===== src/rtl/mem_stage_dmem_if.sv =====
// mem_stage_dmem_if
//
// Memory stage of the pipeline. It issues loads and stores to a data memory
// whose latency varies, using a req/ready handshake. While an access is
// outstanding it stalls the upstream stages. It also drives the MEM/WB
// pipeline register.
//
// Ports
//   clk, rst                 rising-edge clock, asynchronous active-low reset
//   RegWriteM .. RDM         EX/MEM pipeline register outputs
//   DMemReq/WE/Addr/WData    request side of the data memory handshake
//   DMemRData, DMemReady     response side; data valid when ready is high
//   StallM                   freezes the F/D/E/M stages this cycle
//   *W, MemFaultW            registered MEM/WB outputs; the fault output
//                            pulses on a misaligned or timed-out access
//
// ResultSrc encoding: 00 = ALU result, 01 = memory read data, 10 = PC+4.

module mem_stage_dmem_if #(
    parameter int unsigned TIMEOUT = 16
) (
    input  logic        clk,
    input  logic        rst,
    input  logic        RegWriteM,
    input  logic        MemWriteM,
    input  logic [1:0]  ResultSrcM,
    input  logic [31:0] ALUResultM,
    input  logic [31:0] WriteDataM,
    input  logic [31:0] PCPlus4M,
    input  logic [4:0]  RDM,
    output logic        DMemReq,
    output logic        DMemWE,
    output logic [31:0] DMemAddr,
    output logic [31:0] DMemWData,
    input  logic [31:0] DMemRData,
    input  logic        DMemReady,
    output logic        StallM,
    output logic        RegWriteW,
    output logic [1:0]  ResultSrcW,
    output logic [31:0] ALUResultW,
    output logic [31:0] ReadDataW,
    output logic [31:0] PCPlus4W,
    output logic [4:0]  RDW,
    output logic        MemFaultW
);

    typedef enum logic {S_IDLE, S_WAIT} state_t;

    localparam logic [7:0] LastWait = 8'(TIMEOUT - 1);

    state_t      state_q, state_d;
    logic [7:0]  cnt_q, cnt_d;

    // Holding registers for the request in flight. These keep the memory
    // interface stable while the M inputs are ignored.
    logic        holdWe_q, holdWe_d;
    logic [31:0] holdAddr_q, holdAddr_d;
    logic [31:0] holdWData_q, holdWData_d;
    logic        holdRegWrite_q, holdRegWrite_d;
    logic [1:0]  holdResultSrc_q, holdResultSrc_d;
    logic [31:0] holdPc4_q, holdPc4_d;
    logic [4:0]  holdRd_q, holdRd_d;

    // MEM/WB register
    logic        regWriteW_q, regWriteW_d;
    logic [1:0]  resultSrcW_q, resultSrcW_d;
    logic [31:0] aluResultW_q, aluResultW_d;
    logic [31:0] readDataW_q, readDataW_d;
    logic [31:0] pc4W_q, pc4W_d;
    logic [4:0]  rdW_q, rdW_d;
    logic        faultW_q, faultW_d;

    logic accessNeeded;
    logic misaligned;
    logic reqRaw;
    logic stallRaw;

    assign accessNeeded = MemWriteM | (ResultSrcM == 2'b01);
    assign misaligned   = (ALUResultM[1:0] != 2'b00);

    // Reset forces the handshake and stall low without waiting for a clock
    // edge. An access in flight is therefore dropped at once.
    assign DMemReq = reqRaw & rst;
    assign StallM  = stallRaw & rst;

    assign RegWriteW  = regWriteW_q;
    assign ResultSrcW = resultSrcW_q;
    assign ALUResultW = aluResultW_q;
    assign ReadDataW  = readDataW_q;
    assign PCPlus4W   = pc4W_q;
    assign RDW        = rdW_q;
    assign MemFaultW  = faultW_q;

    // This block holds the next-state logic and all outputs. By default it
    // holds the state and loads a bubble into MEM/WB. Each branch then
    // overrides only the values it changes.
    always_comb begin
        state_d         = state_q;
        cnt_d           = cnt_q;
        holdWe_d        = holdWe_q;
        holdAddr_d      = holdAddr_q;
        holdWData_d     = holdWData_q;
        holdRegWrite_d  = holdRegWrite_q;
        holdResultSrc_d = holdResultSrc_q;
        holdPc4_d       = holdPc4_q;
        holdRd_d        = holdRd_q;
        regWriteW_d     = 1'b0;
        resultSrcW_d    = 2'b00;
        aluResultW_d    = 32'h0;
        readDataW_d     = 32'h0;
        pc4W_d          = 32'h0;
        rdW_d           = 5'h0;
        faultW_d        = 1'b0;
        reqRaw          = 1'b0;
        stallRaw        = 1'b0;
        DMemWE          = 1'b0;
        DMemAddr        = {ALUResultM[31:2], 2'b00};
        DMemWData       = WriteDataM;

        unique case (state_q)
            S_IDLE: begin
                if (accessNeeded && !misaligned) begin
                    reqRaw          = 1'b1;
                    DMemWE          = MemWriteM;
                    DMemAddr        = ALUResultM;
                    holdWe_d        = MemWriteM;
                    holdAddr_d      = ALUResultM;
                    holdWData_d     = WriteDataM;
                    holdRegWrite_d  = RegWriteM;
                    holdResultSrc_d = ResultSrcM;
                    holdPc4_d       = PCPlus4M;
                    holdRd_d        = RDM;
                    if (DMemReady) begin
                        regWriteW_d  = RegWriteM;
                        resultSrcW_d = ResultSrcM;
                        aluResultW_d = ALUResultM;
                        readDataW_d  = MemWriteM ? 32'h0 : DMemRData;
                        pc4W_d       = PCPlus4M;
                        rdW_d        = RDM;
                    end else begin
                        stallRaw = 1'b1;
                        state_d  = S_WAIT;
                        cnt_d    = 8'd1;
                    end
                end else begin
                    // A misaligned access still goes through MEM/WB,
                    // but it cannot write the register file.
                    regWriteW_d  = RegWriteM & ~(accessNeeded & misaligned);
                    resultSrcW_d = ResultSrcM;
                    aluResultW_d = ALUResultM;
                    pc4W_d       = PCPlus4M;
                    rdW_d        = RDM;
                    faultW_d     = accessNeeded & misaligned;
                end
            end

            S_WAIT: begin
                reqRaw    = 1'b1;
                DMemWE    = holdWe_q;
                DMemAddr  = holdAddr_q;
                DMemWData = holdWData_q;
                if (DMemReady || (cnt_q == LastWait)) begin
                    regWriteW_d  = holdRegWrite_q & DMemReady;
                    resultSrcW_d = holdResultSrc_q;
                    aluResultW_d = holdAddr_q;
                    readDataW_d  = (DMemReady && !holdWe_q) ? DMemRData : 32'h0;
                    pc4W_d       = holdPc4_q;
                    rdW_d        = holdRd_q;
                    faultW_d     = ~DMemReady;
                    state_d      = S_IDLE;
                    cnt_d        = 8'd0;
                end else begin
                    stallRaw = 1'b1;
                    cnt_d    = cnt_q + 8'd1;
                end
            end

            default: state_d = S_IDLE;
        endcase
    end

    // This block holds the state, the holding registers and the MEM/WB
    // register. Reset clears all of them, so an abandoned access leaves no
    // trace in writeback.
    always_ff @(posedge clk or negedge rst) begin
        if (!rst) begin
            state_q         <= S_IDLE;
            cnt_q           <= 8'd0;
            holdWe_q        <= 1'b0;
            holdAddr_q      <= 32'h0;
            holdWData_q     <= 32'h0;
            holdRegWrite_q  <= 1'b0;
            holdResultSrc_q <= 2'b00;
            holdPc4_q       <= 32'h0;
            holdRd_q        <= 5'h0;
            regWriteW_q     <= 1'b0;
            resultSrcW_q    <= 2'b00;
            aluResultW_q    <= 32'h0;
            readDataW_q     <= 32'h0;
            pc4W_q          <= 32'h0;
            rdW_q           <= 5'h0;
            faultW_q        <= 1'b0;
        end else begin
            state_q         <= state_d;
            cnt_q           <= cnt_d;
            holdWe_q        <= holdWe_d;
            holdAddr_q      <= holdAddr_d;
            holdWData_q     <= holdWData_d;
            holdRegWrite_q  <= holdRegWrite_d;
            holdResultSrc_q <= holdResultSrc_d;
            holdPc4_q       <= holdPc4_d;
            holdRd_q        <= holdRd_d;
            regWriteW_q     <= regWriteW_d;
            resultSrcW_q    <= resultSrcW_d;
            aluResultW_q    <= aluResultW_d;
            readDataW_q     <= readDataW_d;
            pc4W_q          <= pc4W_d;
            rdW_q           <= rdW_d;
            faultW_q        <= faultW_d;
        end
    end

endmodule


===== config.mk =====
export PLATFORM = sky130hd
export DESIGN_NAME = mem_stage_dmem_if
export DESIGN_NICKNAME = d
export VERILOG_FILES = /design/src/rtl/mem_stage_dmem_if.sv
export SDC_FILE = /design/constraint.sdc
export NUM_CORES = 1
export LEC_CHECK = 0
export BUFFER_PORTS_ARGS = -buffer_cell sky130_fd_sc_hd__clkbuf_2
export CAP_MARGIN = 20
export CORE_AREA = 2 2 116 230
export DETAILED_ROUTE_END_ITERATION = 10
export DIE_AREA = 0 0 118 232
export SLEW_MARGIN = 10
export SYNTH_ARGS = -nofsm -noshare
export SYNTH_HDL_FRONTEND = slang
export SYNTH_SLANG_ARGS = --single-unit
export TNS_END_PERCENT = 50

===== constraint.sdc =====
create_clock -name clk -period 4.5 [get_ports clk]
set_input_delay 0.225 -clock clk [delete_from_list [all_inputs] [get_ports clk]]
set_output_delay 0.225 -clock clk [all_outputs]
set_load 0.02 [all_outputs]

==> flow_summary_export.csv, run 1 <==
group,metric,value,unit
place,place_area,10600,sq um
place,hpwl,15300,um
synth,syn_avg_cell_area,15.0,sq um
sta,worst_pin_slew,1010,ps
synth,ys_ff_latch,219,
place,pre_cts_slack,1950,ps
sta,setup_violations,0,
routing,drcViolationCount,0,
clock_tree,cts_tree,"yes",
layout,final_common_cell,"clkbuf_2",
setup_path,r2r-start,"state_q",
place,place.gp.congestion,0.770,
global_routing,grt_pass1_wl,36300,um
synth,yosys_warnings,0,
synth,synth_area,8820,sq um
floorplanning,initial_utilization,34.4,%
hold_path,min_path_type,"in -> reg",
clock_tree,ctsLongestPathBuffers,3,
setup_path,rr_worst_depth,5,
setup_path,crit_path_end_kind,"output pin",
setup_path,crit_path_start_kind,"register",
global_routing,grt_max_degree,126,
clock_tree,cts.sinks,219,
sta,slew_headroom,32.4,%
clock_tree,htreeDepth,1,
global_routing,grt_overflow,0,
sta,fmax,336,MHz
clock_tree,ctsResizeCount,0,
sta,hold_viol,0,
clock_tree,worstSkewPairLatency,510,ps
layout,drive_gt1_share,50.0,%
hold_path,whs_path_depth,3,
synth,synth_nets,730,
floorplanning,rows,83,
sta,maxSlewViolCount,0,
global_routing,first_global_vias,6843,
floorplanning,die_w,118,um
layout,fin_util,49.8,%
global_routing,antenna_found_initial,0,
clock_tree,cts_made_buffers,21,
power_and_ir_drop,power.density_cell_area,416,nW/um^2
global_routing,grt_usage,16.7,%
clock_tree,cts-root-buf,"clkbuf_16",
layout,fin_nets,1169,
place,port_buffers,311,
synth,async_flop_share,100,%
layout,insertedDiodeCount,0,
sta,rsz0062_at_grt,"false",
status,status,"completed",
sta,holdWs,33.4,ps
layout,layout_common_cells,"clkbuf_2 (310), dfrtp_1 (218), mux2_2 (164)",
hold_path,min_from,"DMemReady",
layout,final_area,12800,sq um
routing,ant_nets,0,
power_and_ir_drop,p_leak,6.16,nW
layout,syn_to_final_growth,44.6,%
sta,setup_tns,0,ps
setup_path,path_max_fanout,72,
power_and_ir_drop,ir_worst_vdd,270,uV
setup_path,critPathKind,"reg -> out",
setup_path,worstPathRequired,4280,ps
sta,setup_slack,1520,ps
floorplanning,chipHeight,232,um
synth,synth_cells,589,
routing,dr.pass1.iters,4,
floorplanning,die-area,27400,sq um
clock_tree,clk_pin_slew,60,ps
synth,yosysUniqueCellTypes,37,
synth,ys_seq_area_share,62.1,%
sta,fin_crit_sh,66.2,%
setup_path,critical_path.startpoint,"state_q",
sta,fin_skew,12.4,ps
routing,detail_route.vias_per_cell,4.74,
sta,min_period,2980,ps
routing,vias,6554,
routing,routedWlPerCell,16.9,um
setup_path,worstPathArrival,2760,ps
floorplanning,core,25700,sq um
routing,drtIter0Drc,242,
floorplanning,io_pins,312,
job,cap_viol_max_count,0,
routing,finalWirelength,23300,um
synth,synth_edf_count,0,
synth,synth-main-ff-cell,"dfrtp_1",
==> critical path, cell delays in order (launching register included) <==
cell,delay [ps]
dfrtp_4,400
buf_4,770
nand2b_1,310
a21o_1,290
o21ai_0,120
and2_1,160
clkbuf_2,170
==> registers in the layout, indices dropped and copies added, names as in the netlist <==
name / count
ALUResultW: 32
MemFaultW: 1
PCPlus4W: 32
RDW: 5
ReadDataW: 32
RegWriteW: 1
ResultSrcW: 2
cnt_q: 8
holdAddr_q: 32
holdPc4_q: 32
holdRd_q: 5
holdRegWrite_q: 1
holdResultSrc_q: 2
holdWData_q: 32
holdWe_q: 1
state_q: 1
==> worst paths after layout <==
path	to	slack (ps)
setup / recovery	StallM	1520
hold / removal	RegWriteW	30
setup reg to reg	cnt_q[7]	2010
hold reg to reg	PCPlus4W[22]	480
max in group asynchronous	holdWData_q[6]	3020
min in group asynchronous	ALUResultW[16]	330
==> through the flow <==
step / instances / total power [mW]
3_3_place_gp: 1208 / 3.31
3_5_place_dp: 1208 / 3.33
4_1_cts: 1382 / 5.37
5_1_grt: 1383 / 5.56
2_1_floorplan: 589 / 2.99
6_report: 1383 / 5.31
==> power by group <==
group	internal, mW	switching [mW]	leakage [nW]
logic	0.496	0.494	3.11
clock network	1.18	0.749	0.364
registers	2.25	0.136	2.69
==> metal layers <==
layer / wire, um / GRT usage (%) / vias to the layer above
li1: - / - / 3012
met3: 1140 / 2.87 / 68
met2: 12500 / 30.9 / 221
met5: 0 / 0 / -
met4: 1360 / 9.98 / 0
met1: 8290 / 17.6 / 3253
==> final cells by class <==
class | count | area (sq um)
sequential | 219 | 5480
clock inverter | 5 | 129
fill | 2265 | 12900
multi-input combinational | 328 | 3090
timing repair buffer | 455 | 3000
clock buffer | 33 | 621
inverter | 3 | 11.3
tap | 340 | 425
==> kinds of logic (layout without fill, tap and decap cells) <==
group,after synthesis,in the layout,share of synthesized area [%]
and+or+nand+nor,65,65,4.55
AOI/OAI and AO/OA,96,96,9.05
DFF,219,219,62.1
buffers and inverters,42,496,3.03
adders and majority gates,1,1,0.142
xor gates and xnor gates,2,2,0.199
muxes,164,164,20.9
==> Yosys cell counts, types with 2 or more instances <==
library cell | n | area share (%)
and2_1 | 38 | 2.7
buf_2 | 16 | 0.91
nand4_1 | 2 | 0.14
mux2_2 | 164 | 21
o21ai_0 | 4 | 0.23
nand2_1 | 4 | 0.17
a21o_1 | 4 | 0.34
a22o_1 | 73 | 7.2
dfrtp_1 | 219 | 62
nor2_1 | 2 | 0.085
nand3_1 | 5 | 0.28
inv_1 | 3 | 0.13
and3_1 | 3 | 0.21
buf_6 | 11 | 1.4
buf_1 | 7 | 0.30
nor3_1 | 2 | 0.11
clkbuf_1 | 3 | 0.13
o22ai_1 | 2 | 0.14
a21oi_1 | 5 | 0.28
buf_4 | 2 | 0.17
o211ai_1 | 2 | 0.17
nand2b_1 | 3 | 0.21
==> what timing repair did <==
item                                   CTS  global route
hold buffers                           136             0
endpoints found under the hold margin  295             0
buffers inserted                         0             0
Power figures use the tool's default switching activity.
==> run 2, diff against run 1 <==
- clock period: 4.5 -> 3 ns (I/O delays scaled with it)
==> flow_summary_export.csv, run 2 (synthesis gave the netlist of run 1 again) <==
group,metric,value,unit
setup_path,worstPathRequired,2850,ps
setup_path,critPathKind,"reg -> out",
floorplanning,initial_utilization,34.4,%
global_routing,grt_max_degree,109,
clock_tree,ctsLongestPathBuffers,3,
layout,final_common_cell,"clkbuf_2",
place,dp.cells,1209,
global_routing,first_global_vias,6983,
layout,fin_nets,1172,
layout,drive_gt1_share,50.7,%
routing,drcViolationCount,0,
sta,rsz0062_at_grt,"false",
routing,ant_nets,0,
place,hpwl,15500,um
layout,layout.cells.non_filler,1387,
clock_tree,clk_pin_slew,60,ps
setup_path,crit_path_end_kind,"output pin",
global_routing,antenna_found_initial,1,
clock_tree,cts_hold_buf,138,
routing,drtIter0Drc,258,
routing,wl_met1,8180,um
power_and_ir_drop,p_leak,6.22,nW
hold_path,min_path_type,"in -> async",
clock_tree,post_cts_buffers,0,
power_and_ir_drop,ir_worst_vdd,382,uV
floorplanning,chipHeight,232,um
place,place_area,10700,sq um
setup_path,path_max_fanout,43,
clock_tree,worstSkewPairLatency,520,ps
sta,slew_headroom,52.8,%
routing,detail_route.vias_per_cell,4.71,
routing,met2_length,13100,um
setup_path,crit_path_start_kind,"register",
global_routing,grt_usage,16.9,%
layout,syn_to_final_growth,46.1,%
floorplanning,io_pins,312,
global_routing,grt_overflow,0,
sta,setup_violations,0,
power_and_ir_drop,power.density_cell_area,633,nW/um^2
setup_path,r2r-start,"state_q",
clock_tree,htreeDepth,1,
routing,dr.pass1.iters,4,
setup_path,r2r_slack,620,ps
clock_tree,cts-root-buf,"clkbuf_16",
floorplanning,core,25700,sq um
place,place.gp.congestion,0.795,
routing,routedWlPerCell,16.9,um
clock_tree,cts_tree,"yes",
setup_path,rr_worst_depth,4,
layout,layout_common_cells,"clkbuf_2 (310), dfrtp_1 (218), mux2_2 (164)",
floorplanning,die_w,118,um
sta,hold_viol,0,
routing,wl_met3,1070,um
clock_tree,cts_made_buffers,22,
floorplanning,rows,83,
place,port_buffers,311,
sta,worst_pin_slew,708,ps
sta,setup_tns,0,ps
floorplanning,die-area,27400,sq um
setup_path,worstPathArrival,2460,ps
sta,fin_crit_sh,86.9,%
sta,maxSlewViolCount,0,
status,status,"completed",
sta,fin_skew,13.2,ps
routing,vias,6537,
setup_path,r2r-end,"PCPlus4W[31]",
routing,finalWirelength,23500,um
clock_tree,cts.sinks,219,
routing,top_layer_used,"met4",
sta,min_period,2610,ps
sta,fmax,384,MHz
layout,final_area,12900,sq um
global_routing,grt_pass1_wl,36800,um
power_and_ir_drop,finalPower,8.16,mW
clock_tree,ctsResizeCount,0,
job,cap_viol_max_count,0,
## run 2: metal layers
layer / up-vias / GRT usage [%]
met5: - / 0
met4: 0 / 9.79
met3: 63 / 3.14
met2: 226 / 31.5
met1: 3231 / 17.6
li1: 3017 / -
## run 2: how the worst max path moves through the flow
stage | slack [ps] | from | to
after floorplan | 1320 | cnt_q[0] | cnt_q[7]
after global placement | 650 | state_q | PCPlus4W[31]
after detailed placement | 610 | state_q | PCPlus4W[14]
after CTS | 340 | state_q | DMemAddr[4]
after global routing | 270 | state_q | StallM
final | 390 | state_q | DMemAddr[4]
## run 2: area by class of cell
class / count / area, sq um
multi-input combinational: 328 / 3090
tap: 340 / 425
timing repair buffer: 457 / 3060
inverter: 3 / 11.3
sequential: 219 / 5480
fill: 2221 / 12800
clock inverter: 10 / 163
clock buffer: 29 / 658
antenna: 1 / 2.50
## run 2: worst max-delay path, cell delays in order (launching register included)
cell and delay (ps):
dfrtp_4 710, buf_4 570, mux2_2 440, clkbuf_2 170
## run 2: through the flow
step	utilization, %	worst slack [ps]	hold WS [ps]
2_1_floorplan	-	1320	-146
3_3_place_gp	41.7	648	-10.3
3_5_place_dp	41.7	608	-9.40
4_1_cts	50.2	342	40.2
5_1_grt	50.3	274	55.1
6_report	50.3	394	56.0
## run 2: report_power, final
part           switching [mW]  internal (mW)  total [mW]
Combinational           0.732          0.751        1.48
Sequential              0.215           3.38        3.60
Clock                    1.19           1.89        3.08
Total                    2.13           6.02        8.16
==> run 3, diff against run 2 <==
- BUFFER_PORTS_ARGS: -buffer_cell sky130_fd_sc_hd__clkbuf_2 -> -buffer_cell sky130_fd_sc_hd__buf_2
- clock period: 3 -> 2.76 ns (I/O delays scaled with it)
==> flow_summary_export.csv, run 3 (synthesis gave the netlist of run 1 again) <==
group,metric,value,unit
status,status,"completed",
place,place_area,10700,sq um
setup_path,slowest_stage,"dfrtp_4",
setup_path,rr_worst_depth,5,
routing,dr.pass1.iters,4,
global_routing,grt_usage,17.2,%
setup_path,cp_num_buf_inv,2,
global_routing,grt_pass1_wl,37300,um
power_and_ir_drop,internal-power,6.09,mW
place,port_buffers,311,
sta,fin_skew,20.7,ps
layout,final_area,12800,sq um
setup_path,crit_path_start_kind,"register",
floorplanning,core,25700,sq um
power_and_ir_drop,pwr-share-clk,34.0,%
setup_path,crit_path_end_kind,"output pin",
global_routing,grt_overflow,0,
global_routing,grt_max_degree,106,
sta,maxSlewViolCount,0,
setup_path,r2r_slack,810,ps
layout,layout.cells.non_filler,1387,
setup_path,r2r-end,"cnt_q[7]",
power_and_ir_drop,pwr-share-comb,19.5,%
clock_tree,cts_tree,"yes",
power_and_ir_drop,power.switching,2.27,mW
clock_tree,ctsResizeCount,0,
place,place.gp.congestion,0.776,
setup_path,r2r-start,"state_q",
layout,multiInputGateArea,3090,sq um
sta,setup_violations,0,
routing,vias,6519,
global_routing,antenna_found_initial,1,
layout,syn_to_final_growth,44.5,%
sta,rsz0062_at_grt,"false",
hold_path,hold_path_end,"holdWe_q",
clock_tree,ctsLongestPathBuffers,3,
clock_tree,cts.sinks,219,
place,dp.cells,1211,
clock_tree,cts_made_buffers,21,
global_routing,first_global_vias,6955,
floorplanning,io_pins,312,
routing,drtIter0Drc,342,
power_and_ir_drop,power.density_cell_area,656,nW/um^2
power_and_ir_drop,power_frac_seq,46.5,%
routing,ant_nets,0,
hold_path,min_from,"MemWriteM",
sta,worst_pin_slew,654,ps
setup_path,path_cells,"buf_12 > nand2b_1 > a21o_1 > o21ai_0 > and2_1 > buf_2",
floorplanning,initial_utilization,34.4,%
setup_path,worstPathRequired,2620,ps
power_and_ir_drop,ir_worst_vdd,515,uV
layout,layout_common_cells,"buf_2 (310), dfrtp_1 (218), mux2_2 (164)",
sta,fin_crit_sh,86.6,%
routing,routedWlPerCell,17.3,um
hold_path,min_path_type,"in -> reg",
clock_tree,worstSkewPairLatency,520,ps
setup_path,worstPathArrival,2250,ps
clock_tree,cts-root-buf,"clkbuf_16",
setup_path,cpLargestDelayFamily,"buffers and inverters",
place,hpwl,15400,um
floorplanning,die-area,27400,sq um
layout,fill_cells,2262,
floorplanning,rows,83,
hold_path,whs_path_depth,3,
sta,min_period,2390,ps
layout,register_area,5480,sq um
layout,fin_nets,1173,
sta,fmax,418,MHz
setup_path,critPathKind,"reg -> out",
clock_tree,post_cts_buffers,0,
clock_tree,clk_pin_slew,60,ps
setup_path,path_max_fanout,72,
setup_path,critPathMaxStageDelay,420,ps
power_and_ir_drop,p_sw_share,27.1,%
floorplanning,chipHeight,232,um
routing,finalWirelength,23900,um
clock_tree,htreeDepth,1,
floorplanning,die_w,118,um
routing,detail_route.vias_per_cell,4.70,
job,cap_viol_max_count,0,
sta,setup_tns,0,ps
sta,slew_headroom,56.4,%
routing,drcViolationCount,0,
sta,hold_viol,0,
power_and_ir_drop,p_leak,6.13,nW
layout,drive_gt1_share,50.1,%
layout,final_common_cell,"buf_2",
-- run 3: cell count changes in the layout (fill, tap and decap cells not counted), moves of 3 or more --
| cell | change |
|---|---|
| clkbuf_2 | -310 |
| buf_2 | +310 |
| bufinv_16 | -3 |
| clkbuf_1 | +6 |
| clkbuf_8 | -3 |
-- run 3: how the worst max path moves through the flow --
| stage | start | end | slack, ps | depth (start not counted) |
|---|---|---|---|---|
| 2_1_floorplan | cnt_q[0] | cnt_q[7] | 1080 | 5 |
| 3_3_place_gp | state_q | cnt_q[7] | 820 | 5 |
| 3_5_place_dp | state_q | cnt_q[7] | 800 | 5 |
| 4_1_cts | state_q | StallM | 320 | 6 |
| 5_1_grt | state_q | StallM | 210 | 6 |
| 6_report | state_q | StallM | 370 | 6 |
-- run 3: worst register-to-register path, cell delays in order, from the launching register on --
cell and delay, ps:
dfrtp_4 420, buf_12 360, nand2b_1 210, a21o_1 260, or4_1 510, o211ai_1 100
-- run 3: stage by stage --
stage               worst slack [ps]  hold slack, ps  utilization [%]  power, mW
floorplan                       1080            -158                -       4.87
global placement                 818            76.5             41.7       5.40
detailed placement               799            78.4             41.7       5.44
CTS                              324            14.7             49.7       8.50
global route                     210            68.0             49.7       8.77
finish                           370            48.1             49.7       8.36
-- run 3: final cells by class --
type	count	share of cell area, %
Sequential cell	219	43.0
Multi-Input combinational cell	328	24.2
Timing Repair Buffer	459	24.1
Clock buffer	30	4.62
Tap cell	340	3.34
Clock inverter	7	0.608
Inverter	3	0.0883
Antenna cell	1	0.0196
-- run 3: power groups by stage --
stage	registers, mW	clock network [mW]	logic [mW]
floorplan	4.05	0	0.820
global placement	3.93	0	1.47
detailed placement	3.95	0	1.49
CTS	3.89	2.95	1.65
global route	3.94	3.07	1.76
finish	3.89	2.84	1.63
-- run 3: repair_timing --
item / CTS / global route
hold buffers: 138 / 0
endpoints found under the hold margin: 252 / 0
endpoints found under the setup margin: 0 / 0
-- run 3: routing by layer --
layer  global-route usage, %  share of wire (%)  vias up
li1                        -                  -     3019
met1                    17.9                 35     3241
met2                    33.0                 57      207
met3                    2.65                4.2       52
met4                    8.47                4.4        0
met5                       0                  0        -
